File: src/rtl/zl_gf_inv_pkg.sv
// Shared definitions for the GF(2^m) inverter: FSM state encodings and default field constants.
package zl_gf_inv_pkg;

   localparam int unsigned GF8_WIDTH = 8;
   localparam logic [31:0] GF8_POLY  = 32'h0000_011D;

   typedef enum logic [2:0] {
      ST_IDLE = 3'd0,
      ST_SQR  = 3'd1,
      ST_MUL  = 3'd2,
      ST_CHK  = 3'd3,
      ST_DONE = 3'd4
   } gf_inv_state_e;

endpackage

File: src/rtl/zl_gf_mul.sv
// Combinational GF(2^m) multiplier; Gf_poly holds the reduction polynomial without its x^m term.
module zl_gf_mul
   import zl_gf_inv_pkg::*;
#(
   parameter int unsigned           Gf_width = GF8_WIDTH,
   parameter logic [Gf_width-1:0]   Gf_poly  = Gf_width'(GF8_POLY)
) (
   input  logic [Gf_width-1:0] a_i,
   input  logic [Gf_width-1:0] b_i,
   output logic [Gf_width-1:0] p_o
);

   logic [Gf_width-1:0] acc;
   logic [Gf_width-1:0] sh;

   // Shift-and-add with reduction folded into every shift of the multiplicand.
   always_comb begin
      acc = '0;
      sh  = a_i;
      for (int i = 0; i < Gf_width; i++) begin
         if (b_i[i]) begin
            acc = acc ^ sh;
         end
         sh = {sh[Gf_width-2:0], 1'b0} ^ (sh[Gf_width-1] ? Gf_poly : '0);
      end
      p_o = acc;
   end

endmodule

File: src/rtl/zl_gf_inv.sv
// Iterative GF(2^m) inverter: a^-1 = a^(2^m-2) by square-and-multiply on one shared multiplier.
// Build option ZL_GF_INV_CHECK_EN adds a CHK state that flags results where r*a != 1.
module zl_gf_inv
   import zl_gf_inv_pkg::*;
#(
   parameter int unsigned Gf_width = GF8_WIDTH,
   parameter logic [31:0] Gf_poly  = GF8_POLY
) (
   input  logic                clk_i,
   input  logic                rst_i,
   input  logic                in_req_i,
   output logic                in_ack_o,
   input  logic [Gf_width-1:0] in_data_i,
   output logic                out_req_o,
   input  logic                out_ack_i,
   output logic [Gf_width-1:0] out_data_o,
   output logic                out_zero_o,
   output logic                out_chk_fail_o
);

   localparam int unsigned     CntW    = $clog2(Gf_width);
   localparam logic [CntW-1:0] CntLast = CntW'(Gf_width - 2);

   gf_inv_state_e       state_q, state_d;
   logic [Gf_width-1:0] a_q, a_d;
   logic [Gf_width-1:0] r_q, r_d;
   logic [CntW-1:0]     cnt_q, cnt_d;
   logic                zero_q, zero_d;
   logic [Gf_width-1:0] op_b;
   logic [Gf_width-1:0] prod;

   assign op_b = (state_q == ST_SQR) ? r_q : a_q;

   zl_gf_mul #(
      .Gf_width (Gf_width),
      .Gf_poly  (Gf_poly[Gf_width-1:0])
   ) u_mul (
      .a_i (r_q),
      .b_i (op_b),
      .p_o (prod)
   );

   always_ff @(posedge clk_i or posedge rst_i) begin
      if (rst_i) begin
         state_q <= ST_IDLE;
         a_q     <= '0;
         r_q     <= '0;
         cnt_q   <= '0;
         zero_q  <= 1'b0;
      end else begin
         state_q <= state_d;
         a_q     <= a_d;
         r_q     <= r_d;
         cnt_q   <= cnt_d;
         zero_q  <= zero_d;
      end
   end

   // Each SQR/MUL pair extends the exponent run of ones; the final SQR leaves 2^m-2.
   always_comb begin
      state_d = state_q;
      a_d     = a_q;
      r_d     = r_q;
      cnt_d   = cnt_q;
      zero_d  = zero_q;
      case (state_q)
         ST_IDLE: begin
            if (in_req_i) begin
               a_d     = in_data_i;
               r_d     = in_data_i;
               cnt_d   = '0;
               zero_d  = (in_data_i == '0);
               state_d = ST_SQR;
            end
         end
         ST_SQR: begin
            r_d = prod;
            if (cnt_q == CntLast) begin
`ifdef ZL_GF_INV_CHECK_EN
               state_d = ST_CHK;
`else
               state_d = ST_DONE;
`endif
            end else begin
               state_d = ST_MUL;
            end
         end
         ST_MUL: begin
            r_d     = prod;
            cnt_d   = cnt_q + CntW'(1);
            state_d = ST_SQR;
         end
`ifdef ZL_GF_INV_CHECK_EN
         ST_CHK: begin
            state_d = ST_DONE;
         end
`endif
         ST_DONE: begin
            if (out_ack_i) begin
               state_d = ST_IDLE;
            end
         end
         default: begin
            state_d = ST_IDLE;
         end
      endcase
   end

`ifdef ZL_GF_INV_CHECK_EN
   localparam logic [Gf_width-1:0] GfOne = Gf_width'(1);

   logic chk_q, chk_d;

   always_ff @(posedge clk_i or posedge rst_i) begin
      if (rst_i) begin
         chk_q <= 1'b0;
      end else begin
         chk_q <= chk_d;
      end
   end

   // In CHK the multiplier sees r*a_reg, which must be 1 for any nonzero operand.
   always_comb begin
      chk_d = chk_q;
      if (state_q == ST_CHK) begin
         chk_d = (prod != GfOne) && (a_q != '0);
      end
   end

   assign out_chk_fail_o = chk_q;
`else
   assign out_chk_fail_o = 1'b0;
`endif

   assign in_ack_o   = (state_q == ST_IDLE);
   assign out_req_o  = (state_q == ST_DONE);
   assign out_data_o = r_q;
   assign out_zero_o = zero_q;

endmodule

File: config.mk
export PLATFORM = sky130hd
export DESIGN_NAME = zl_gf_inv
export DESIGN_NICKNAME = d
export VERILOG_FILES = /design/src/rtl/zl_gf_inv_pkg.sv /design/src/rtl/zl_gf_mul.sv /design/src/rtl/zl_gf_inv.sv
export SDC_FILE = /design/constraint.sdc
export NUM_CORES = 1
export LEC_CHECK = 0
export CELL_PAD_IN_SITES_DETAIL_PLACEMENT = 2
export CELL_PAD_IN_SITES_GLOBAL_PLACEMENT = 2
export CORE_MARGIN = 4
export CORE_UTILIZATION = 35
export DETAILED_ROUTE_END_ITERATION = 7
export PLACE_DENSITY_LB_ADDON = 0.1
export RECOVER_POWER = 25
export SLEW_MARGIN = 20
export SYNTH_ARGS = -nofsm -noshare
export SYNTH_HDL_FRONTEND = slang
export SYNTH_SLANG_ARGS = --single-unit
File: constraint.sdc
create_clock -name clk_i -period 3.3 [get_ports clk_i]
set_input_delay 0.66 -clock clk_i [delete_from_list [all_inputs] [get_ports clk_i]]
set_output_delay 0.66 -clock clk_i [all_outputs]
set_load 0.02 [all_outputs]
After elaboration in Yosys (flattened, before gate mapping). Index checks and enable logic that the tools add are counted.

Add/subtract/negate cells: 1. Equal/unequal tests: 6. Multiplexer cells: 24. Bitwise gates (word level): 14. Reduce and logical (&&, ||, !) cells: 9.

Operators with widths (number): $xor 8x8->8 (14); $mux 8 (10); $mux 5 (7); $pmux 8 s2 (1); $mux 3 (4); $pmux 3 s4 (1); $logic_not 8->1 (1); $reduce_and 2->1 (4); $eq 3x3->1 const B (2); $pmux 3 s2 (1); $reduce_bool 2->1 (2); $add 3x1->3 const B (1); $eq 3x1->1 const B (1); $eq 3x2->1 const B (1); $logic_not 3->1 (1); $ne 2x1->1 const B (1); $ne 2x2->1 const B (1); $reduce_or 2->1 (1).

Bits in registers: 23. Output and inout bits: 12.

Depth between registers and ports, before layout.
Depth after elaboration: 18. Mapped depth: 12. Mapped depth without buffers: 7.

Modules after synthesis. Synthesis repeated with hierarchy kept, for this count alone.

Cell total of the unflattened synthesis: 255. Area total of the unflattened synthesis: 2377.3 µm².

Modules (own cells, without submodules): zl_gf_inv (instances 1, cells each 90, area each 1202.4 µm², seq. area each 575.6 µm²); zl_gf_mul (instances 1, cells each 165, area each 1174.9 µm², seq. area each 0.0 µm²).

Worst setup path before layout. No wires, ideal clock.

Kind: register -> register. From: reg r_q[1] (netlist: out_data_o[1]). To: reg r_q[0] (netlist: out_data_o[0]). Arrival time: 2534 ps. Slack: 634 ps. Cell stages (with the launch flop): 9. Path buffers: 1. Period minus slack after synthesis: 2666 ps. Cell sequence: dfrtp_1 > clkbuf_1 > xnor2_1 > xor2_1 > o211ai_1 > a211o_1 > and3_1 > o2111ai_1 > or3b_1.

Longest elaborated chain between the ends: 15. Elaborated cells on any way between the ends: 23.

Ends and longest elaborated chain: from (decl) (RTL line zl_gf_inv.sv:26) `logic [Gf_width-1:0] r_q, r_d;`; from (signal assigned) (RTL line zl_gf_inv.sv:53) `r_q <= r_d;`; $mux 8 (RTL line zl_gf_inv.sv:32) `assign op_b = (state_q == ST_SQR) ? r_q : a_q;`; $mux 8 (RTL line zl_gf_mul.sv:21) `if (b_i[i]) begin`; $xor 8x8->8 (RTL line zl_gf_mul.sv:22) `acc = acc ^ sh;`; $mux 8 (RTL line zl_gf_mul.sv:21); $xor 8x8->8 (RTL line zl_gf_mul.sv:22); $mux 8 (RTL line zl_gf_mul.sv:21); $xor 8x8->8 (RTL line zl_gf_mul.sv:22); $mux 8 (RTL line zl_gf_mul.sv:21); $xor 8x8->8 (RTL line zl_gf_mul.sv:22); $mux 8 (RTL line zl_gf_mul.sv:21); $xor 8x8->8 (RTL line zl_gf_mul.sv:22); $mux 8 (RTL line zl_gf_mul.sv:21); $xor 8x8->8 (RTL line zl_gf_mul.sv:22); $mux 8 * (RTL line zl_gf_mul.sv:21); $pmux 8 s2 * (RTL line zl_gf_inv.sv:66) `case (state_q)`.

Every way passes the cells marked *; elsewhere a longest branch is shown, timed or not. A chain may end at the register's enable or synchronous reset.

Final worst setup path.
From: reg state_q[0]. To: reg r_q[1] (netlist: out_data_o[1]).

Longest elaborated chain between the ends: 18. Elaborated cells on any way between the ends: 24.

Ends and longest elaborated chain: from (decl) (RTL line zl_gf_inv.sv:24) `gf_inv_state_e state_q, state_d;`; from (signal assigned) (RTL line zl_gf_inv.sv:51) `state_q <= state_d;`; $eq 3x1->1 (RTL line zl_gf_inv.sv:32, zl_gf_inv.sv:66); $mux 8 (RTL line zl_gf_inv.sv:32); $mux 8 (RTL line zl_gf_mul.sv:21); $xor 8x8->8 (RTL line zl_gf_mul.sv:22); $mux 8 (RTL line zl_gf_mul.sv:21); $xor 8x8->8 (RTL line zl_gf_mul.sv:22); $mux 8 (RTL line zl_gf_mul.sv:21); $xor 8x8->8 (RTL line zl_gf_mul.sv:22); (+2 left out); $mux 8 (RTL line zl_gf_mul.sv:21); $xor 8x8->8 (RTL line zl_gf_mul.sv:22); $mux 8 (RTL line zl_gf_mul.sv:21); $xor 8x8->8 (RTL line zl_gf_mul.sv:22); $mux 8 (RTL line zl_gf_mul.sv:21); $xor 8x8->8 (RTL line zl_gf_mul.sv:22); $mux 8 (RTL line zl_gf_mul.sv:21); $pmux 8 s2 (RTL line zl_gf_inv.sv:66).

Parallel ways exist; a longest one is shown, timed or not.

==> impl_metrics.yaml <==
hold_path:
  whs_path_depth: 1
  hold_class: "flop to flop"
worst_setup_path:
  cp-end-kind: "flop"
  arrival_ns: 3.14
  required_ns: 3.43
  crit_type: "flop to flop"
  start_kind: "flop"
  crit_fanout: 26
  rr_worst_depth: 8
clocking:
  clk_pin_slew_ns: 0.08
  holdBufCountCts: 0
  clock_latency_ns: 0.27
  cts_buffer_depth: 2
  root_buffer: "clkbuf_8"
  cts_buffers: 3
  cts_resized: 0
  htreeDepth: 1
  cts_setup_buffers: 0
  cts_sinks: 23
  cts_tree: "built"
routing:
  vias_per_cell: 6.13
  routedWlPerCell_microns: 24.9
  vias: 3107
  drc: 0
  detail_route.iter0.violations: 237
  dr_wl_met2_mm: 6.05
  wl_mm: 12.6
  ant_nets: 0
  wl_met3_microns: 529
  met1_length_mm: 5.75
  dr.max_layer_used: "met4"
  firstDrtPassIters: 4
timing:
  period_minus_slack_ns: 3.01
  rsz0062_at_grt: "no"
  skew_ns: 0.00726
  finalSetupViolCount: 0
  worst_pin_slew_ns: 0.933
  fmax_ghz: 0.332
  holdWs_ns: 0.532
  hold_violations: 0
  min_period_over_period_pct: 91.2
  fin_setup_tns_ns: 0
  max_slew_margin_pct: 37.7
  report.final.slew_viol_count: 0
layout:
  multi_input_area_sq_um: 2200
  seq_area_sq_um: 576
  final_nets: 417
  antenna_cells: 0
  layout-drive-gt1-share_pct: 11.4
  area_growth_pct: 16.1
  fill_cells: 964
status:
  status: "finished, final reports clean"
grt:
  grt.total_usage_pct: 26.0
  grt_max_degree: 27
  grt_pass1_vias: 3367
  antenna_found_initial: 0
  overflow: 0
  grt_pass1_wl_mm: 20.1
die:
  core_region_area_sq_um: 8260
  start_util_pct: 36.1
  dieArea_sq_um: 10100
  rows: 33
  io_pins: 24
  die_y_microns: 100
  die_w_microns: 100
logic_synthesis:
  yosysUniqueCellTypes: 59
  synth-seq-cells: 23
  synth_area_per_cell_sq_um: 7.84
  netlist_area_sq_um: 2980
  synthesis.nets: 394
  async_flop_share_pct: 100
  yosys_warnings: 0
  syn_inst: 380
  ys_seq_area_share_pct: 19.3
  synth_ff_type: "dfrtp_1"
  synth_edf_count: 0
placement:
  hpwl_mm: 9.63
  portBuffers: 22
  gp_congestion: 0.914
job:
  drv_cap: 0
-- placed cells by master (no fill, tap or decap), types with 7 or more instances in the layout --
master,count
dfrtp_1,23
o221ai_1,9
nand3_1,8
xnor2_1,35
mux2_2,7
inv_1,13
xor2_1,11
xnor3_1,7
nand2_1,45
a21oi_1,17
buf_4,28
mux2i_1,17
a2bb2oi_1,7
o21ai_0,26
nor3_1,8
nor2_1,26
clkdlybuf4s50_1,20
-- flip-flops by register name, summed over array words and instances (netlist names) --
register    cells
state_q         3
cnt_q           3
out_data_o      8
a_q             8
out_zero_o      1
-- final cells by class --
class                           count  area share [%]
Tap cell                          105            3.80
Multi-Input combinational cell    309            63.6
Timing Repair Buffer               51            13.0
Sequential cell                    23            16.6
Clock buffer                        3            1.19
Clock inverter                      1           0.145
Inverter                           15            1.63
-- per-layer routing --
layer / vias up / GRT usage [%]
li1: 1417 / -
met2: 102 / 43.7
met5: - / 0
met1: 1568 / 35.5
met3: 20 / 3.41
met4: 0 / 5.70
-- cell usage after synthesis, drive strengths merged, types with 4 or more instances --
| master | n | share of area [%] |
|---|---|---|
| o211ai | 6 | 1.5 |
| xnor3 | 7 | 5.3 |
| nand3 | 8 | 1.3 |
| nor3 | 8 | 1.3 |
| clkbuf | 23 | 2.9 |
| o22ai | 6 | 1.3 |
| nand4 | 4 | 0.84 |
| a21oi | 17 | 2.9 |
| nor2b | 6 | 1.3 |
| dfrtp | 23 | 19 |
| a211oi | 5 | 1.3 |
| o21ai | 26 | 4.4 |
| nand2 | 45 | 5.7 |
| mux2i | 17 | 5.7 |
| a22oi | 4 | 1.0 |
| xor2 | 12 | 3.8 |
| buf | 10 | 2.1 |
| a2bb2oi | 7 | 2.1 |
| inv | 13 | 1.6 |
| mux2 | 8 | 3.1 |
| a221oi | 5 | 1.5 |
| nor2 | 26 | 3.3 |
| xnor2 | 35 | 10 |
| o221ai | 9 | 2.6 |
| a31oi | 5 | 1.0 |
-- per-stage QoR --
step / setup WS (ns) / utilization (%) / cells / instance area [sq um]
after global placement: 0.448 / 41.3 / 503 / 3410
after detailed placement: 0.341 / 41.3 / 503 / 3410
after CTS: 0.309 / 41.9 / 507 / 3460
after floorplan: 0.634 / - / 380 / 2980
after global routing: 0.0295 / 41.9 / 507 / 3460
final: 0.291 / 41.9 / 507 / 3460
-- path summary, 6_finish.rpt --
path                       startpoint             to  slack, ns
hold / removal               cnt_q[0]       cnt_q[0]       0.53
max in group asynchronous       rst_i     state_q[2]       1.70
setup reg to reg           state_q[0]  out_data_o[1]       0.29
hold reg to reg              cnt_q[0]       cnt_q[0]       0.53
setup / recovery           state_q[0]  out_data_o[1]       0.29
min in group asynchronous       rst_i         a_q[0]       1.03
-- cell families (layout without fill, tap and decap cells) --
kind of cell | count (synthesis) | in the layout | share of synthesized area, %
compound gates | 113 | 113 | 26.3
simple gates | 113 | 113 | 17.6
xor+xnor | 55 | 55 | 20.2
buf+inv | 48 | 70 | 6.84
mux | 25 | 25 | 8.86
flops | 23 | 23 | 19.3
fa+ha+maj | 2 | 2 | 0.839
other cells | 1 | 1 | 0.126
-- critical path, stage by stage, from the launching register on --
cell	delay, ns
dfrtp_1	0.49
or3b_4	0.55
buf_4	0.30
mux2i_1	0.48
nand2_1	0.13
xnor2_1	0.17
xnor3_1	0.43
xnor2_1	0.19
o221ai_1	0.13
Power is left out: the tool's default activity adds up to more than one toggle a clock period on the data nets, which glitch-free logic cannot reach.
